File: config.mk
export PLATFORM = sky130hd
export DESIGN_NAME = fmul_fract_mult_seq
export DESIGN_NICKNAME = d
export VERILOG_FILES = /design/src/rtl/fmul_fract_mult_seq.sv
export SDC_FILE = /design/constraint.sdc
export NUM_CORES = 1
export LEC_CHECK = 0
export ABC_AREA = 1
export CAP_MARGIN = 5
export CORE_ASPECT_RATIO = 1.75
export CORE_MARGIN = 1.5
export CORE_UTILIZATION = 45
export DETAILED_ROUTE_END_ITERATION = 10
export PLACE_DENSITY = 0.65
export SLEW_MARGIN = 40
export SYNTH_ARGS = -nofsm -noshare
export SYNTH_HDL_FRONTEND = slang
export SYNTH_SLANG_ARGS = --single-unit
File: constraint.sdc
create_clock -name clk -period 5.9 [get_ports clk]
set_input_delay 0.885 -clock clk [delete_from_list [all_inputs] [get_ports clk]]
set_output_delay 0.885 -clock clk [all_outputs]
set_load 0.03 [all_outputs]
File: src/rtl/fmul_fract_mult_seq.sv
// Sequential shift-add 24x24 fraction multiplier for the FMUL path, STEP_BITS multiplier bits per cycle.
// Define FMUL_MULT_ZERO_SKIP_EN to bypass the iterations when either operand is zero.
module fmul_fract_mult_seq #(
   parameter int unsigned STEP_BITS = 2
) (
   input  logic        clk,
   input  logic        reset,
   input  logic        start,
   input  logic [23:0] fracta,
   input  logic [23:0] fractb,
   input  logic        sign_in,
   input  logic [7:0]  exp_in,
   output logic        busy,
   output logic        done,
   output logic [47:0] prod,
   output logic        sign_out,
   output logic [7:0]  exp_out
);

   localparam int unsigned N    = 24 / STEP_BITS;
   localparam logic [4:0]  LAST = 5'(N - 1);

   typedef enum logic [1:0] {
      S_IDLE,
      S_RUN,
      S_DONE
   } state_t;

   state_t      state_q, state_d;
   logic [23:0] mcand_q, mcand_d;
   logic [23:0] mplier_q, mplier_d;
   logic [47:0] acc_q, acc_d;
   logic [4:0]  cnt_q, cnt_d;
   logic        sign_q, sign_d;
   logic [7:0]  exp_q, exp_d;
   logic [47:0] prod_q, prod_d;
   logic        sign_out_q, sign_out_d;
   logic [7:0]  exp_out_q, exp_out_d;
   logic        busy_q, busy_d;
   logic        done_q, done_d;

   logic        accept;
   logic [47:0] pp;
   logic [47:0] pp_shift;
   logic [47:0] acc_next;
   logic [5:0]  shamt;

   // Partial product of the current multiplier digit, aligned to its weight.
   always_comb begin
      pp       = 48'(mcand_q) * 48'(mplier_q[STEP_BITS-1:0]);
      shamt    = 6'(STEP_BITS * 32'(cnt_q));
      pp_shift = pp << shamt;
      acc_next = acc_q + pp_shift;
   end

   assign accept = start && (state_q != S_RUN);

   always_comb begin
      state_d    = state_q;
      mcand_d    = mcand_q;
      mplier_d   = mplier_q;
      acc_d      = acc_q;
      cnt_d      = cnt_q;
      sign_d     = sign_q;
      exp_d      = exp_q;
      prod_d     = prod_q;
      sign_out_d = sign_out_q;
      exp_out_d  = exp_out_q;

      case (state_q)
         S_RUN: begin
            acc_d    = acc_next;
            mplier_d = mplier_q >> STEP_BITS;
            cnt_d    = 5'(cnt_q + 5'd1);
            if (cnt_q == LAST) begin
               state_d    = S_DONE;
               prod_d     = acc_next;
               sign_out_d = sign_q;
               exp_out_d  = exp_q;
            end
         end
         default: begin
            if (accept) begin
               mcand_d  = fracta;
               mplier_d = fractb;
               acc_d    = '0;
               cnt_d    = '0;
               sign_d   = sign_in;
               exp_d    = exp_in;
               state_d  = S_RUN;
`ifdef FMUL_MULT_ZERO_SKIP_EN
               // A zero operand makes the product trivially zero; publish it right away.
               if ((fracta == '0) || (fractb == '0)) begin
                  state_d    = S_DONE;
                  prod_d     = '0;
                  sign_out_d = sign_in;
                  exp_out_d  = exp_in;
               end
`endif
            end else begin
               state_d = S_IDLE;
            end
         end
      endcase

      busy_d = (state_d == S_RUN);
      done_d = (state_d == S_DONE);
   end

   always_ff @(posedge clk) begin
      if (reset) begin
         state_q    <= S_IDLE;
         mcand_q    <= '0;
         mplier_q   <= '0;
         acc_q      <= '0;
         cnt_q      <= '0;
         sign_q     <= 1'b0;
         exp_q      <= '0;
         prod_q     <= '0;
         sign_out_q <= 1'b0;
         exp_out_q  <= '0;
         busy_q     <= 1'b0;
         done_q     <= 1'b0;
      end else begin
         state_q    <= state_d;
         mcand_q    <= mcand_d;
         mplier_q   <= mplier_d;
         acc_q      <= acc_d;
         cnt_q      <= cnt_d;
         sign_q     <= sign_d;
         exp_q      <= exp_d;
         prod_q     <= prod_d;
         sign_out_q <= sign_out_d;
         exp_out_q  <= exp_out_d;
         busy_q     <= busy_d;
         done_q     <= done_d;
      end
   end

   assign busy     = busy_q;
   assign done     = done_q;
   assign prod     = prod_q;
   assign sign_out = sign_out_q;
   assign exp_out  = exp_out_q;

endmodule

* Word-level counts from Yosys, hierarchy flattened *
Cells that the tools add are included.

operators by class
  add/sub/neg operators = 2
  $mul = 1
  divide/modulo/power cells = 0
  $lt $le $gt $ge = 0
  equality and inequality tests = 5
  shift-type cells = 1
  multiplexer cells = 9
  bitwise logic cells = 1
  reductions and logical operators = 5

operators by type and width
  cell                 count
  $mux 48              2
  $add 48x48->48       1
  $shl 26x6->48        1
  $mux 22              2
  $mul 24x2->26        1
  $mux 5               2
  $add 5x1->5 const B  1
  $eq 5x4->1 const B   1
  $eq 2x1->1 const B   2
  $mux 2               2
  $reduce_and 2->1     2
  $eq 2x2->1 const B   1
  $ne 2x1->1 const B   1
  $reduce_bool 2->1    1
  $reduce_or 2->1      1
  $logic_and 1x1->1    1
  $mux 1               1
  $not 1->1            1

word-level totals
  bits in registers = 171
  bits in latches = 0
  RAM bits = 0
  ROM bits = 0
  bits of input ports = 60
  output and inout bits = 59
  word-level logic and storage cells = 37
  memories kept = 0

* Longest topological paths before layout *
Gate-level depths: netlist (run 1).

  depth after elaboration = 5
  mapped depth = 39
  mapped depth without buffers = 37

* Least setup slack after synthesis (run 1) *
OpenSTA, ideal clock, no wires.

  path type = reg2reg
  start point = reg mplier_q[0]
  end point = reg acc_q[42]
  library setup time = 0.132 ns
  arrival = 4.316 ns
  data required time = 5.768 ns
  slack = 1.452 ns
  cell stages (with the launch flop) = 36
  buffers on the path = 2
  period minus slack after synthesis = 4.448 ns
  cell sequence = dfxtp_1 > clkbuf_1 > clkbuf_1 > nand2_1 > inv_1 > ha_1 > inv_1 > fa_1 > inv_1 > nand3_1 > nand2_2 > nand2_1 > nand2_2 > nand3_1 > nand3_1 > nand2_1 > inv_1 > o21ai_1 > o21ai_0 > nand2_1 > o21ai_0 > nand2_1 > o21ai_0 > inv_1 > ha_1 > a21oi_1 > o21ai_0 > inv_1 > o21ai_0 > a21oi_1 > o21ai_2 > a21oi_2 > o21bai_1 > or2_2 > nand3_1 > a21oi_1

on the way
  cells in the longest elaborated chain, start to end = 4

RTL lines
  what                    RTL line  source
  from (decl)             31        logic [23:0] mplier_q, mplier_d;
  from (signal assigned)  127       mplier_q <= mplier_d;
  $mul 24x2->26           50        pp = 48'(mcand_q) * 48'(mplier_q[STEP_BITS-1:0]);
  $shl 26x6->48           52        pp_shift = pp << shamt;
  $add 48x48->48          53        acc_next = acc_q + pp_shift;
  $mux 48                 70        case (state_q)
  to (signal assigned)    115       acc_q <= '0;
  to (signal assigned)    128       acc_q <= acc_d;
  to (decl)               32        logic [47:0] acc_q, acc_d;

Every way passes these cells.
A chain may end at the register's enable or synchronous reset.

* Final worst setup path (run 1) *
  start point = reg mplier_q[1]
  end point = reg acc_q[38]

The elaborated chain is that of the path after synthesis.

==> metrics.md, run 1 <==
| Metric | Value |
|---|---|
| Status | `finished clean` |
| Synth cell types | `58` |
| Post-synthesis sequential area ratio | `a little over a quarter` |
| Root Driver | `clkbuf_16` |
| CP Launch Type | `register` |
| EDFF count, synth | `0` |
| Most used cell, CP | `nand2_1` |
| IO Pins | `119` |
| Crit Path Category | `reg2reg` |
| Number of cells produced by synthesis | `1998` |
| Commonest non-fill, non-tap cell in the layout | `nand2_1` |
| CP Buf/Inv Count | `4` |
| Height of the die | `224 µm` |
| Initial antenna violation count | `0` |
| Most frequent cells in the layout | `nand2_1, inv_1, dfxtp_1` |
| Worst skew pair latency | `about 0.47 ns` |
| Setup Skew | `between 0.01 and 0.015 ns` |
| Vias in the first global route | `about 13k` |
| Die Area | `29100 µm²` |
| Final Core Density | `53.6%` |
| LEAKAGE | `0.00695 µW` |
| Slew headroom | `between 40% and 50%` |
| Cell Pwr Density | `roughly 190 nW/µm²` |
| Worst-Margin Slew | `0.771 ns` |
| Final Max Slew Viols | `0` |
| CTS Buffer Depth | `2` |
| Clk sinks | `171` |
| Hold buffers post-CTS | `0` |
| Critical path startpoint | `mplier_q[1]` |
| Async SR Flop Fraction | `0%` |
| Final HPWL DP | `34500 µm` |
| Residual DRC count | `0` |
| Starting density of the core | `46.0%` |
| Final Setup Violations | `0` |
| R2r setup slk | `approximately 0.33 ns` |
| Die Span X | `130 µm` |
| Worst Hold Path EP | `prod[47]` |
| CTS tree | `yes` |
| CTS Buf Count | `17` |
| Syn-to-layout area delta | `16.7%` |
| Hold path cells | `2` |
| # rows | `80` |
| Finished Layout Cells | `2459` |
| Post-route clock period utilization | `94.4%` |
| Worst Setup End Kind | `register` |
| Total number of vias | `about 13k` |
| Syn_nets | `about 2.1k` |
| Max incr delay on CP | `0.51 ns` |
| WL/cell | `~18 µm` |
| Avg Inst Size Synth | `6.31 µm²` |
| Initial DRT Pass Iterations | `5` |
| Gr usage total | `30.6%` |
| Top delay family on crit path | `compound AO/OA/AOI/OAI gates` |
| Arr. time, crit path | `just under 6 ns` |
| Hold/Removal Path Class | `reg2reg` |
| Port buffer count | `approximately 120` |
| Max Clock Freq | `0.180 GHz` |
| Synth Flop Type | `dfxtp_1` |
| Synth Cell Area | `12600 µm²` |
| Max FO, Critical Path | `14` |
| Antenna Cells | `0` |
| Global-route wire length before repair | `68000 µm` |
| Post-CTS Setup Bufs | `0` |
| CORE AREA | `27400 µm²` |
| VDD IR max | `0.000212 V` |
| Worst reg2reg path depth | `29` |
| DR iter-0 viols | `732` |
| Worst R2R Start | `mplier_q[1]` |
| GR Overflow Total | `0` |
| Slowest CP cell | `dfxtp_2` |
| Nets@finish | `2210` |
| Total wire length | `43500 µm` |
| Yosys warnings | `0` |
| Routability Congestion | `1.02` |
| Layout cells sized above 1 | `7.56%` |
| Cells after DPL | `2427` |
| Largest net degree at the start of global routing | `62` |
| Capturing point of the worst reg2reg path | `acc_q[38]` |
| Final ANT Viol Nets | `0` |
| Unrepaired setup endpoints after global routing | `false` |
| Hold Fails Final Rpt | `0` |
| Min cycle time layout | `around 5.6 ns` |
| Clock-pin transition on the worst setup and hold timing paths | `0.07 ns` |
| CP required | `slightly above 6 ns` |
| CTS H-tree lvls | `4` |
| Vias per inst | `5.40` |
| Max Cap Violations | `0` |
| #FFs+latches synth | `171` |
| Hold Startpoint | `prod[47]` |
==> Yosys cell counts (4+ instances only) <==
master    instances  share of area [%]
buf_2            14               0.56
inv_1           282                8.4
nand2_2          20               0.99
xnor2_1          14               0.97
a21oi_4           4               0.52
nor2_1          164                4.9
nand3b_1         13               0.77
a21o_1            5               0.30
o211ai_1         20                1.2
o21ai_1          12               0.48
nor4_1            4               0.20
nand4_1          10               0.50
a21oi_1         134                5.3
nand3_1         114                4.5
a22o_1            8               0.56
o21ai_2          15                1.0
a32o_1            7               0.56
a211oi_1          4               0.24
dfxtp_1         171                 27
nand3_2           9               0.71
nand2_1         539                 16
or2_1             7               0.35
o22ai_1           7               0.35
clkbuf_1         53                1.6
or2_2            18               0.89
buf_1             5               0.15
xor2_1           21                1.5
o21a_1            4               0.24
o21ai_0         147                5.8
a21oi_2           9               0.63
buf_4             6               0.36
o221ai_1          8               0.56
inv_2             6               0.18
a31oi_1          23                1.1
ha_1             71                7.0
nor3_1           18               0.71
==> worst reg2reg max path: cells and delay by family (launching register included) <==
family | cells | cell delay [ns]
AO/OA/AOI/OAI | 9 | 1.91
AND/OR/NAND/NOR | 14 | 1.86
adder cells (fa/ha/maj) | 2 | 0.71
flip-flops | 1 | 0.51
buffers and inverters | 4 | 0.44
==> power breakdown <==
| group | leakage, µW | switching [µW] | internal, µW | total, µW |
|---|---|---|---|---|
| combinational | 0.00526 | 269 | 141 | 410 |
| sequential | 0.00139 | 22.4 | 1190 | 1210 |
| clock | 0.000303 | 552 | 654 | 1210 |
| total | 0.00695 | 843 | 1980 | 2830 |
==> cells by family after synthesis <==
family,share of synthesized area [%]
multiplexers,0.159
AND/OR/NAND/NOR,31.3
AO/OA/AOI/OAI,20.3
XOR/XNOR,2.43
flip-flops,27.2
adder cells (fa/ha/maj),7.37
buffers and inverters,11.3
==> through the flow <==
stage                     hold WS [ns]  power [µW]  setup slack [ns]  cell area, µm²  setup TNS, ns
after CTS                        0.452        2850             0.186           14700              0
after global routing             0.460        2940          0.000588           14700              0
final                            0.448        2830             0.331           14700              0
after global placement           0.434        1640           -0.0398           14100        -0.0967
after detailed placement         0.439        1640           -0.0131           14100        -0.0142
after floorplan                  0.425        1490              1.45           12600              0
==> layer usage <==
layer / up-vias / track usage (%) / part of all wire [%]
li1: 6642 / - / -
met2: 396 / 57.2 / 54
met5: - / 0 / 0
met4: 0 / 24.3 / 8.5
met1: 6064 / 29.0 / 35
met3: 172 / 4.47 / 3.3
==> registers in the layout (all words and copies together) (netlist names), 2 cells and up <==
register and count:
exp_out 8, mcand_q 24, prod 48, acc_q 48, state_q 2, mplier_q 24
exp_q 8, cnt_q 5
==> how the worst max path moves through the flow <==
stage	to	cells past startpoint
6_report	acc_q[38]	29
5_1_grt	acc_q[40]	32
2_1_floorplan	acc_q[42]	35
3_5_place_dp	acc_q[38]	29
4_1_cts	acc_q[38]	29
3_3_place_gp	acc_q[38]	29
==> what timing repair did <==
action                                 4_1_cts  5_1_grt
setup endpoints to repair                    4       20
gates resized for setup                      1        5
endpoints found under the hold margin        0        0
==> area by class of cell <==
type                            instances  area (µm²)
Inverter                              289        1080
Tap cell                              369         462
Fill cell                            2959       12700
Multi-Input combinational cell       1459        7790
Sequential cell                       171        3420
Clock buffer                           18         439
Clock inverter                         14         176
Timing Repair Buffer                  139        1330
Power figures use the tool's default switching activity.
==> run 2, diff against run 1 <==
--- a/config.mk
+++ b/config.mk
@@ -12,7 +12,7 @@
 export CORE_UTILIZATION = 45
 export DETAILED_ROUTE_END_ITERATION = 10
 export PLACE_DENSITY = 0.65
-export SLEW_MARGIN = 40
+export SLEW_MARGIN = 20
 export SYNTH_ARGS = -nofsm -noshare
 export SYNTH_HDL_FRONTEND = slang
 export SYNTH_SLANG_ARGS = --single-unit
==> run 2 against run 1 <==
  * Cell area barely moved
  * Routed wire length increased by 0.32%
  * Count of clock-buffer cells in the layout unchanged
  * Utilization about the same
  * Largest power group unchanged
  * Highest routed layer is now met5
==> metrics.md, run 2 (synthesis gave the netlist of run 1 again) <==
| Metric | Value |
|---|---|
| Status | `finished clean` |
| Post-route clock period utilization | `93.8%` |
| Gr usage total | `between 30% and 40%` |
| Cell Pwr Density | `192 nW/µm²` |
| Total wire length | `43700 µm` |
| Worst-Margin Slew | `1.01 ns` |
| CP required | `6.29 ns` |
| Arr. time, crit path | `5.92 ns` |
| Max Clock Freq | `0.181 GHz` |
| Max incr delay on CP | `0.42 ns` |
| Crit Path Category | `reg2reg` |
| Height of the die | `224 µm` |
| Hold path cells | `2` |
| Vias in the first global route | `13.1k` |
| Most used cell, CP | `inv_1` |
| Hold/Removal Path Class | `reg2reg` |
| Total number of vias | `13.2k` |
| Worst reg2reg path depth | `30` |
| Largest net degree at the start of global routing | `62` |
| Global-route wire length before repair | `68000 µm` |
| Residual DRC count | `0` |
| DR iter-0 viols | `about 650` |
| Layout cells sized above 1 | `under 10%` |
| # rows | `80` |
| Post-CTS Setup Bufs | `0` |
| Die Span X | `130 µm` |
| Hold Startpoint | `prod[47]` |
| Clock-pin transition on the worst setup and hold timing paths | `0.07 ns` |
| GR Overflow Total | `0` |
| Setup WS pre-CTS | `-0.0453 ns` |
| Max FO, Critical Path | `26` |
| LEAKAGE | `0.00695 µW` |
| Starting density of the core | `46.0%` |
| Port buffer count | `118` |
| Final ANT Viol Nets | `0` |
| CTS Buffer Depth | `2` |
| Final Setup Violations | `0` |
| Hold Fails Final Rpt | `0` |
| Max Cap Violations | `0` |
| Worst R2R Start | `mplier_q[0]` |
| Min setup slack post-route | `0.366 ns` |
| Commonest non-fill, non-tap cell in the layout | `nand2_1` |
| Nets@finish | `2210` |
| Initial antenna violation count | `1` |
| CORE AREA | `27400 µm²` |
| Slowest CP cell | `fa_1` |
| Worst skew pair latency | `0.47 ns` |
| Die Area | `29100 µm²` |
| CTS H-tree lvls | `4` |
| Capturing point of the worst reg2reg path | `acc_q[40]` |
| VDD IR max | `0.000213 V` |
| Worst Setup End Kind | `register` |
| Setup Skew | `0.0156 ns` |
| Routability Congestion | `1.02` |
| CTS Buf Count | `17` |
| Final Max Slew Viols | `0` |
| Slew headroom | `32.4%` |
| Antenna Cells | `0` |
| Unrepaired setup endpoints after global routing | `false` |
| Initial DRT Pass Iterations | `7` |
| WL/cell | `17.8 µm` |
| Vias per inst | `5.38` |
| Most frequent cells in the layout | `nand2_1, inv_1, dfxtp_1` |
| Root Driver | `clkbuf_16` |
| CP Launch Type | `register` |
| R2r setup slk | `about 0.37 ns` |
| Post-route cell area | `~15000 µm²` |
| Worst Hold Path EP | `prod[47]` |
| CTS tree | `yes` |
| Min cycle time layout | `roughly 5.5 ns` |
| IO Pins | `119` |
| Area after DPL | `14100 µm²` |
| Final HPWL DP | `between 30000 and 40000 µm` |
| Syn-to-layout area delta | `16.8%` |
| Clk sinks | `171` |
| Hold buffers post-CTS | `0` |
run 2: per-stage QoR:
stage          util, %  cells  hold slack (ns)  setup TNS [ns]  total power (µW)
2_1_floorplan        -   1998            0.425               0              1490
3_5_place_dp      51.3   2427            0.439          -0.111              1640
6_report          53.7   2459            0.449               0              2830
4_1_cts           53.6   2459            0.452               0              2860
5_1_grt           53.7   2459            0.460               0              2950
3_3_place_gp      51.3   2427            0.434         -0.0967              1640
run 2: what timing repair did:
action | in CTS | in global routing
setup endpoints to repair | 4 | 20
hold endpoints to repair | 0 | 0
gates resized for setup | 1 | 6
run 2: worst max path at each step:
stage	from	to	slack, ns	cells past startpoint
after floorplan	mplier_q[0]	acc_q[42]	1.45	35
after global placement	mplier_q[1]	acc_q[38]	-0.04	29
after detailed placement	mplier_q[1]	acc_q[38]	-0.05	29
after CTS	mplier_q[1]	acc_q[38]	0.15	29
after global routing	mplier_q[0]	acc_q[40]	0.04	34
final	mplier_q[0]	acc_q[40]	0.37	30
run 2: area by class of cell:
class / count / area (µm²)
inverters: 289 / 1080
fillers: 2949 / 12700
well taps: 369 / 462
repair buffers: 139 / 1330
clock inverters: 14 / 176
flip-flops and latches: 171 / 3420
clock buffers: 18 / 439
multi-input cells: 1459 / 7800
run 2: metal layers:
metal	vias up	part of all wire [%]	track usage [%]
li1	6643	-	-
met1	6020	35	28.5
met2	374	53	57.4
met3	184	3.3	4.61
met4	2	9.0	26.3
met5	-	0.039	0
run 2: power by group:
group          switching (µW)  internal, µW  total, µW
clock                     557           654       1210
combinational             269           141        410
sequential               22.7          1190       1210
run 2: worst max-delay path, delay by kind of cell (launching register included):
family,cells,cell delay [ns]
adder cells (fa/ha/maj),3,0.93
multiplexers,1,0.18
buffers and inverters,7,0.91
XOR/XNOR,2,0.62
flip-flops,1,0.31
AO/OA/AOI/OAI,8,1.40
AND/OR/NAND/NOR,9,1.13
